**src/rtl/lexer_pkg.sv**
```systemverilog
// Shared lexer definitions: token kind encodings, token record and the
// indentation scheduler's state encoding.
package lexer_pkg;

  localparam int TOK_KIND_W = 4;
  localparam int TOK_TEXT_W = 32;

  localparam logic [TOK_KIND_W-1:0] KIND_NAME    = 4'd1;
  localparam logic [TOK_KIND_W-1:0] KIND_INT     = 4'd2;
  localparam logic [TOK_KIND_W-1:0] KIND_FLOAT   = 4'd3;
  localparam logic [TOK_KIND_W-1:0] KIND_OP      = 4'd4;
  localparam logic [TOK_KIND_W-1:0] KIND_NEWLINE = 4'd5;
  localparam logic [TOK_KIND_W-1:0] KIND_INDENT  = 4'd6;
  localparam logic [TOK_KIND_W-1:0] KIND_DEDENT  = 4'd7;
  localparam logic [TOK_KIND_W-1:0] KIND_EOF     = 4'd8;

  typedef struct packed {
    logic [TOK_KIND_W-1:0] kind;
    logic [TOK_TEXT_W-1:0] text;
  } token_t;

  typedef enum logic [2:0] {PASS, UP, DOWN, HELD, DONE, ERR} sched_state_e;

endpackage

```
**src/rtl/token_out_reg.sv**
```systemverilog
// Single-entry valid/ready output register: loads on strobe, holds its
// payload stable while stalled, and reports when a new load may be issued.
module token_out_reg #(
  parameter int KIND_W = 4,
  parameter int TEXT_W = 32
) (
  input  logic              clk,
  input  logic              rst,
  input  logic              i_load,
  input  logic [KIND_W-1:0] i_kind,
  input  logic [TEXT_W-1:0] i_text,
  input  logic              i_ready,
  output logic              o_valid,
  output logic [KIND_W-1:0] o_kind,
  output logic [TEXT_W-1:0] o_text,
  output logic              o_free
);

  logic              r_valid;
  logic [KIND_W-1:0] r_kind;
  logic [TEXT_W-1:0] r_text;

  // The slot is free when empty or when its current token leaves this cycle.
  assign o_free  = !r_valid || i_ready;
  assign o_valid = r_valid;
  assign o_kind  = r_kind;
  assign o_text  = r_text;

  always_ff @(posedge clk) begin
    if (rst) begin
      r_valid <= 1'b0;
      r_kind  <= '0;
      r_text  <= '0;
    end else if (i_load) begin
      r_valid <= 1'b1;
      r_kind  <= i_kind;
      r_text  <= i_text;
    end else if (i_ready) begin
      r_valid <= 1'b0;
    end
  end

endmodule

```
**src/rtl/token_indent_scheduler.sv**
```systemverilog
// Inserts INDENT/DEDENT tokens ahead of the first token of each line,
// flushes open levels before EOF and halts on malformed indentation.
module token_indent_scheduler
  import lexer_pkg::*;
#(
  parameter int KIND_W      = 4,
  parameter int TEXT_W      = 32,
  parameter int COL_W       = 8,
  parameter int INDENT_UNIT = 4,
  parameter int MAX_LEVEL   = 15,
  parameter int LEVEL_W     = 4
) (
  input  logic               clk,
  input  logic               rst,
  input  logic               s_valid,
  output logic               s_ready,
  input  logic [KIND_W-1:0]  s_kind,
  input  logic [TEXT_W-1:0]  s_text,
  input  logic               s_bol,
  input  logic [COL_W-1:0]   s_indent,
  output logic               m_valid,
  input  logic               m_ready,
  output logic [KIND_W-1:0]  m_kind,
  output logic [TEXT_W-1:0]  m_text,
  output logic [LEVEL_W-1:0] level,
  output logic               err_align,
  output logic               err_depth
);

  localparam int SHIFT = $clog2(INDENT_UNIT);

  sched_state_e       r_state;
  logic [LEVEL_W-1:0] r_level;
  logic [LEVEL_W-1:0] r_tgt;
  logic [KIND_W-1:0]  r_holdKind;
  logic [TEXT_W-1:0]  r_holdText;
  logic               r_errAlign;
  logic               r_errDepth;

  logic [COL_W-1:0]   w_tgtWide;
  logic [LEVEL_W-1:0] w_tgt;
  logic [LEVEL_W-1:0] w_levelUp;
  logic [LEVEL_W-1:0] w_levelDown;
  logic               w_misaligned;
  logic               w_tooDeep;
  logic               w_isEof;
  logic               w_accept;
  logic               w_free;
  logic               w_load;
  logic [KIND_W-1:0]  w_loadKind;
  logic [TEXT_W-1:0]  w_loadText;

  assign w_tgtWide    = s_indent >> SHIFT;
  assign w_tgt        = w_tgtWide[LEVEL_W-1:0];
  assign w_misaligned = (s_indent & COL_W'(INDENT_UNIT - 1)) != '0;
  assign w_tooDeep    = w_tgtWide > COL_W'(MAX_LEVEL);
  assign w_isEof      = s_kind == KIND_W'(KIND_EOF);
  assign w_levelUp    = r_level + LEVEL_W'(1);
  assign w_levelDown  = r_level - LEVEL_W'(1);

  assign s_ready   = !rst && (r_state == PASS) && w_free;
  assign w_accept  = s_valid && s_ready;
  assign level     = r_level;
  assign err_align = r_errAlign;
  assign err_depth = r_errDepth;

  // Chooses what, if anything, enters the output slot this cycle.
  always_comb begin
    w_load     = 1'b0;
    w_loadKind = s_kind;
    w_loadText = s_text;
    case (r_state)
      PASS: begin
        if (w_accept) begin
          if (w_isEof)    w_load = (r_level == '0);
          else if (s_bol) w_load = !w_misaligned && !w_tooDeep && (w_tgt == r_level);
          else            w_load = 1'b1;
        end
      end
      UP: begin
        w_load     = w_free;
        w_loadKind = KIND_W'(KIND_INDENT);
        w_loadText = '0;
      end
      DOWN: begin
        w_load     = w_free;
        w_loadKind = KIND_W'(KIND_DEDENT);
        w_loadText = '0;
      end
      HELD: begin
        w_load     = w_free;
        w_loadKind = r_holdKind;
        w_loadText = r_holdText;
      end
      default: ;
    endcase
  end

  // Level transitions finish on the same load that reaches the target, so
  // multi-level bursts run back to back without a bubble.
  always_ff @(posedge clk) begin
    if (rst) begin
      r_state    <= PASS;
      r_level    <= '0;
      r_tgt      <= '0;
      r_holdKind <= '0;
      r_holdText <= '0;
      r_errAlign <= 1'b0;
      r_errDepth <= 1'b0;
    end else begin
      case (r_state)
        PASS: begin
          if (w_accept) begin
            if (w_isEof) begin
              if (r_level == '0) begin
                r_state <= DONE;
              end else begin
                r_holdKind <= s_kind;
                r_holdText <= s_text;
                r_tgt      <= '0;
                r_state    <= DOWN;
              end
            end else if (s_bol) begin
              if (w_misaligned || w_tooDeep) begin
                r_errAlign <= r_errAlign | w_misaligned;
                r_errDepth <= r_errDepth | w_tooDeep;
                r_state    <= ERR;
              end else if (w_tgt != r_level) begin
                r_holdKind <= s_kind;
                r_holdText <= s_text;
                r_tgt      <= w_tgt;
                r_state    <= (w_tgt > r_level) ? UP : DOWN;
              end
            end
          end
        end
        UP: begin
          if (w_free) begin
            r_level <= w_levelUp;
            if (w_levelUp == r_tgt) r_state <= HELD;
          end
        end
        DOWN: begin
          if (w_free) begin
            r_level <= w_levelDown;
            if (w_levelDown == r_tgt) r_state <= HELD;
          end
        end
        HELD: begin
          if (w_free) r_state <= (r_holdKind == KIND_W'(KIND_EOF)) ? DONE : PASS;
        end
        default: ;
      endcase
    end
  end

  token_out_reg #(
    .KIND_W (KIND_W),
    .TEXT_W (TEXT_W)
  ) u_outReg (
    .clk     (clk),
    .rst     (rst),
    .i_load  (w_load),
    .i_kind  (w_loadKind),
    .i_text  (w_loadText),
    .i_ready (m_ready),
    .o_valid (m_valid),
    .o_kind  (m_kind),
    .o_text  (m_text),
    .o_free  (w_free)
  );

endmodule

```
**config.mk**
```make
export PLATFORM = sky130hd
export DESIGN_NAME = token_indent_scheduler
export DESIGN_NICKNAME = d
export VERILOG_FILES = /design/src/rtl/lexer_pkg.sv /design/src/rtl/token_out_reg.sv /design/src/rtl/token_indent_scheduler.sv
export SDC_FILE = /design/constraint.sdc
export NUM_CORES = 1
export LEC_CHECK = 0
export ABC_AREA = 0
export CORE_MARGIN = 2
export CORE_UTILIZATION = 51
export CTS_BUF_LIST = sky130_fd_sc_hd__clkbuf_2 sky130_fd_sc_hd__clkbuf_4 sky130_fd_sc_hd__clkbuf_8
export DETAILED_ROUTE_END_ITERATION = 8
export PLACE_DENSITY = 0.8
export SYNTH_ARGS = -nofsm -noshare
export SYNTH_HDL_FRONTEND = slang
export SYNTH_SLANG_ARGS = --single-unit
export TNS_END_PERCENT = 20
```
**constraint.sdc**
```tcl
create_clock -name clk -period 2.54 [get_ports clk]
set_input_delay 0.508 -clock clk [delete_from_list [all_inputs] [get_ports clk]]
set_output_delay 0.508 -clock clk [all_outputs]
set_load 0.01 [all_outputs]
```
Yosys cells after proc, flatten, opt, wreduce, memory -nomap -nowiden:

Cells that the tools add are included.

* flip-flop bits (word level): 86
* input port bits: 49
* output and inout port bits: 44
* logic and storage cells: 101

* add/subtract/negate cells: 2
* magnitude comparators: 2
* equal/unequal tests: 19
* muxes and demuxes: 40
* bitwise logic cells: 3
* reduce and logical (&&, ||, !) cells: 25

Operators by type and width (number)
* 32-bit 2-to-1 mux: 5
* 32-bit case mux with 2 select lines: 1
* 4-bit 2-to-1 mux: 12
* 3-bit 2-to-1 mux: 12
* 2-bit != test (second input constant): 8
* 4-bit equality test: 3
* 3-bit case mux with 4 select lines: 1
* 4-bit case mux with 3 select lines: 1
* 9-bit AND reduction: 1
* 4-bit equality test (second input constant): 2
* 4-bit case mux with 2 select lines: 1
* 2-bit nonzero test: 4
* 8-bit nonzero test: 1
* 3-bit by 2-bit equality test with 1-bit output (second input constant): 2
* 6-bit by 4-bit greater-than comparator with 1-bit output (second input constant): 1
* 6-bit AND reduction: 1
* 1-bit logical AND: 5
* 1-bit 2-to-1 mux: 5
* 5-bit AND reduction: 1
* 4-bit by 1-bit adder with 4-bit output (second input constant): 1
* 4-bit greater-than comparator: 1
* 1-bit zero test: 4
* 4-bit zero test: 1
* 4-bit by 2-bit != test with 1-bit output (second input constant): 1
* 14 further kinds: 16

Logic depth before layout (Yosys ltp):

* depth after elaboration: 9
* depth in mapped cells: 9
* mapped depth without buffers: 7

Hierarchy:

From an unflattened synthesis, not the netlist that was laid out.

* cell total of the unflattened synthesis: 449
* area total of the unflattened synthesis: 4264.1 µm²

Modules (own cells, without submodules)
* token_indent_scheduler: instances 1, cells each 329, area each 2922.8 µm², sequential area each 980.9 µm²
* token_out_reg: instances 1, cells each 120, area each 1341.3 µm², sequential area each 740.7 µm²

Least setup slack after synthesis:

No wires, ideal clock.

* path kind: register to register
* start: register r_level[0] (netlist: level[0])
* end: register r_state[1]
* library setup time: 103 ps
* data arrival time: 2119 ps
* required time: 2437 ps
* setup slack: 318 ps
* cell stages (with the launch flop): 7
* path buffers: 0
* clock period less this slack: 2222 ps
* path through: dfxtp_1 -> inv_1 -> ha_1 -> xor2_1 -> o41ai_1 -> a21oi_1 -> a2111oi_2

* longest elaborated chain between the ends: 8
* elaborated cells on any way between the ends: 19
* classes of those cells: add/sub: 2; order compare: 1; eq/ne: 6; mux: 8; reduce/logical: 2

RTL lines
* start, declared: RTL line token_indent_scheduler.sv:33 `logic [LEVEL_W-1:0] r_level;`
* start signal, assigned: RTL line token_indent_scheduler.sv:139 `r_level <= w_levelUp;`
* start signal, assigned: RTL line token_indent_scheduler.sv:145 `r_level <= w_levelDown;`
* 4-bit greater-than comparator: RTL line token_indent_scheduler.sv:132 `r_state <= (w_tgt > r_level) ? UP : DOWN;`
* 2-bit 2-to-1 mux: RTL line token_indent_scheduler.sv:132
* 3-bit 2-to-1 mux: RTL line token_indent_scheduler.sv:128 `end else if (w_tgt != r_level) begin`
* 3-bit 2-to-1 mux: RTL line token_indent_scheduler.sv:124 `if (w_misaligned || w_tooDeep) begin`
* 3-bit 2-to-1 mux: RTL line token_indent_scheduler.sv:123 `end else if (s_bol) begin`
* 3-bit 2-to-1 mux: RTL line token_indent_scheduler.sv:114 `if (w_isEof) begin`
* 3-bit 2-to-1 mux: RTL line token_indent_scheduler.sv:113 `if (w_accept) begin`
* 3-bit case mux with 4 select lines: RTL line token_indent_scheduler.sv:111 `case (r_state)`
* end signal, assigned: RTL line token_indent_scheduler.sv:132
* end signal, assigned: RTL line token_indent_scheduler.sv:150 `if (w_free) r_state <= (r_holdKind == KIND_W'(KIND_EOF)) ? DONE : PASS;`
* end, declared: RTL line token_indent_scheduler.sv:32 `sched_state_e r_state;`

Several ways; a longest one is shown, not always the timed one. The select of a mux whose other input is x is not followed.
A chain may end at the register's enable or synchronous reset.

Final worst setup path:

* start: input port s_kind[0]
* end: register r_holdText[0]

* longest elaborated chain between the ends: 3
* elaborated cells on any way between the ends: 7
* classes of those cells: eq/ne: 3; mux: 1; reduce/logical: 3

RTL lines
* start, declared: RTL line token_indent_scheduler.sv:17 `input logic [KIND_W-1:0] s_kind,`
* 4-bit equality test *: RTL line token_indent_scheduler.sv:57 `assign w_isEof = s_kind == KIND_W'(KIND_EOF);`
* 2-bit != test (no line) / 2-bit nonzero test (equally long branches)
* 6-bit AND reduction (no line)
* end signal, assigned: RTL line token_indent_scheduler.sv:119 `r_holdText <= s_text;`
* end signal, assigned: RTL line token_indent_scheduler.sv:130 `r_holdText <= s_text;`
* end, declared: RTL line token_indent_scheduler.sv:36 `logic [TEXT_W-1:0] r_holdText;`

Mark *: on every way between the ends. The rest lies on a longest branch, timed or not.

==> results.toml <==
[cells_and_area]
final_nets = 568
antenna_cells = 0
fillers = 535
areaGrowthSynthToFinish_pct = 35.16
drive_above_1_share = 0.1182
final_area_um2 = 5271

[timing]
min_period_ns = 2.525
rsz0062_at_grt = "yes"
maxSlewViolCount = 0
fin_hold_ws_ns = 0.4563
fin_skew_ns = 0.009952
setup_viol_count_final = 0
period_share = 0.9939
fmax_mhz = 396.1
setup_tns_ns = 0
tightest_slew_ns = 0.9174
slew-limit-headroom = 0.3884
setup_slack_ns = 0.01544
hold_violations = 0

[outcome]
status = "complete, no violations"

[critical_path]
crit_top_cell = "buf_4"
worstPathCellList = "clkdlybuf4s50_1, or4b_4, buf_4, a21boi_1, nor3b_4, buf_4, buf_12, mux2i_1, nor2_1"
endpoint_kind = "register"
max_stage_delay_ns = 0.58
start_kind = "input port"
critPathMaxFanout = 12
rr_worst_depth = 9
arrival_ns = 2.71
cp_data_required_time_ns = 2.73
critPathKind = "input port to register"
cp_slowest_cell = "or4b_4"

[logic_synthesis]
netlist_area_um2 = 3900
yosysTopAreaCell = "dfxtp_1"
synth_seq_area_share = 0.4415
syn_nets = 470
async_reset_ff_frac = 0
netlist_instances = 414
synth_ff_type = "dfxtp_1"
ys_ff_latch = 86
ys_top_cells_by_area = "dfxtp_1, mux2i_1, nor2_1"
synth_cell_type_count = 50
synth_edf_count = 0
ys_warn_count = 0
synth_area_per_cell_um2 = 9.420
yosysTopAreaCellShare = 0.4415

[clock_tree]
clock-sinks = 86
cts_hold_buffers = 0
cts_inserted_buffers = 9
cts_buffer_depth = 2
cts-root-buf = "clkbuf_8"
insertion_delay_ns = 0.35
clk_pin_slew_worst_paths_ns = 0.08
cts_tree = "done"
htreeDepth = 3

[floorplan]
dieArea_um2 = 8362
initial_core_util = 0.5320
die_w_um = 91.45
io_pins = 93
core_area_um2 = 7331
num_rows = 31
die_y_um = 91.45

[detailed_routing]
dr.pass1.iters = 5
wirelength_um = 9301
drcViolationCount = 0
routed_via_density = 5.486
vias = 3374
wl_per_cell_um = 15.12
dr.first_iter.drc_count = 115
final_antenna_net_count = 0

[placed_design]
portBuffers = 92
dp_slack_ns = -0.3714
placedInstanceArea_um2 = 4972
gp_congestion = 0.9013
dp_hpwl_um = 6308

[global_route]
use_met1 = 0.2811
grt-ovfl-total = 0
antenna_found_initial = 0
met2_usage = 0.3431
grtUsageTotal = 0.2179
grt-busiest-layer = "met2"
use_met3 = 0.06307
grt_pass1_wl_um = 14880
grt_max_degree = 88
first_global_vias = 3164

[pwr]
total_power_w = 0.004642
p_leak_nw = 1.871
worst_ir_drop_vdd_uv = 444.7
powerDensity_nw_per_um2 = 880.7

[hold_path]
hold_depth = 2
hold_class = "register to register"

[job]
maxCapViolCount = 0
routing by layer:
layer	wire length (um)	share of wire
met1	4082	0.44
met2	4552	0.49
met3	513	0.055
met4	152	0.016
met5	0	0
state kept, by name, indices dropped and copies added (netlist names):
signal / cells
err_align: 1
err_depth: 1
level: 4
r_holdKind: 4
r_holdText: 32
r_state: 3
r_tgt: 4
u_outReg.o_kind: 4
u_outReg.o_text: 32
u_outReg.o_valid: 1
timing repair:
| action | 4_1_cts | 5_1_grt |
|---|---|---|
| setup buffers | 0 | 2 |
| setup endpoints to repair | 0 | 36 |
| gates resized for setup | 0 | 5 |
metrics by stage:
step	utilization	instances
global placement	0.6783	596
detailed placement	0.6783	596
finish	0.7191	615
global route	0.7191	615
CTS	0.7075	611
floorplan	-	414
area by class of cell:
type                    instances  area [um2]  area share
clock buffers                  10       131.4     0.02492
clock inverters                 5       82.58     0.01567
inverters                      13       48.80    0.009257
multi-input cells             282        1939      0.3679
flip-flops and latches         86        1722      0.3266
well taps                      99       123.9     0.02350
repair buffers                120        1224      0.2321
synth_stat cells (all sizes together) (2+ instances only):
cell and instances:
inv 13, dfxtp 86, nor3b 3, nor2 85
mux2 2, nor2b 2, nand2 2, o22a 2
nand3 8, a22oi 33, xnor2 8, nand4 2
a21oi 11, clkbuf 19, buf 14, a211oi 34
o21ai 7, xor2 5, and2 3, mux2i 38
nor3 4, nand2b 5, ha 7, and3 2
final timing paths:
kind             start            end  slack (ns)
max          s_kind[0]  r_holdText[0]        0.02
min          err_align      err_align        0.46
max reg2reg   level[0]  r_holdText[0]        0.27
min reg2reg  err_align      err_align        0.46
layout by cell type, fill, tap and decap left out, types with 2 or more instances in the layout:
| cell type | count |
|---|---|
| a21oi_1 | 7 |
| nor2_1 | 85 |
| nor2b_1 | 2 |
| clkbuf_16 | 2 |
| buf_4 | 21 |
| o22a_1 | 2 |
| ha_1 | 7 |
| clkdlybuf4s50_1 | 91 |
| a22oi_1 | 33 |
| clkbuf_8 | 9 |
| o21ai_0 | 6 |
| dfxtp_1 | 86 |
| a211oi_1 | 34 |
| nand4_1 | 2 |
| and2_1 | 3 |
| mux2i_1 | 37 |
| nand2_1 | 2 |
| nor3_1 | 4 |
| xor2_1 | 5 |
| and3_1 | 2 |
| a21oi_2 | 4 |
| buf_12 | 5 |
| nand3_1 | 4 |
| xnor2_1 | 8 |
| nor3b_1 | 2 |
| nand2b_1 | 5 |
| nand3_2 | 4 |
| bufinv_16 | 2 |
| inv_1 | 13 |
critical path, delay by kind of cell:
family / cells / cell delay (ns)
multiplexers: 1 / 0.23
AO/OA/AOI/OAI: 1 / 0.16
buffers and inverters: 4 / 0.92
AND/OR/NAND/NOR: 3 / 0.88
cell families after synthesis:
family,share of synthesized area
AO/OA/AOI/OAI,0.1919
XOR/XNOR,0.02919
adder cells (fa/ha/maj),0.02246
buffers and inverters,0.06577
flip-flops,0.4414
multiplexers,0.1043
AND/OR/NAND/NOR,0.1450
power breakdown:
group / internal [W] / leakage [nW] / total, W / switching, W
combinational: 0.000964 / 1.06 / 0.00183 / 0.000868
clock: 0.000563 / 0.110 / 0.00104 / 0.000478
sequential: 0.00160 / 0.699 / 0.00177 / 0.000171
No activity file was read; power rests on OpenSTA's default activity.
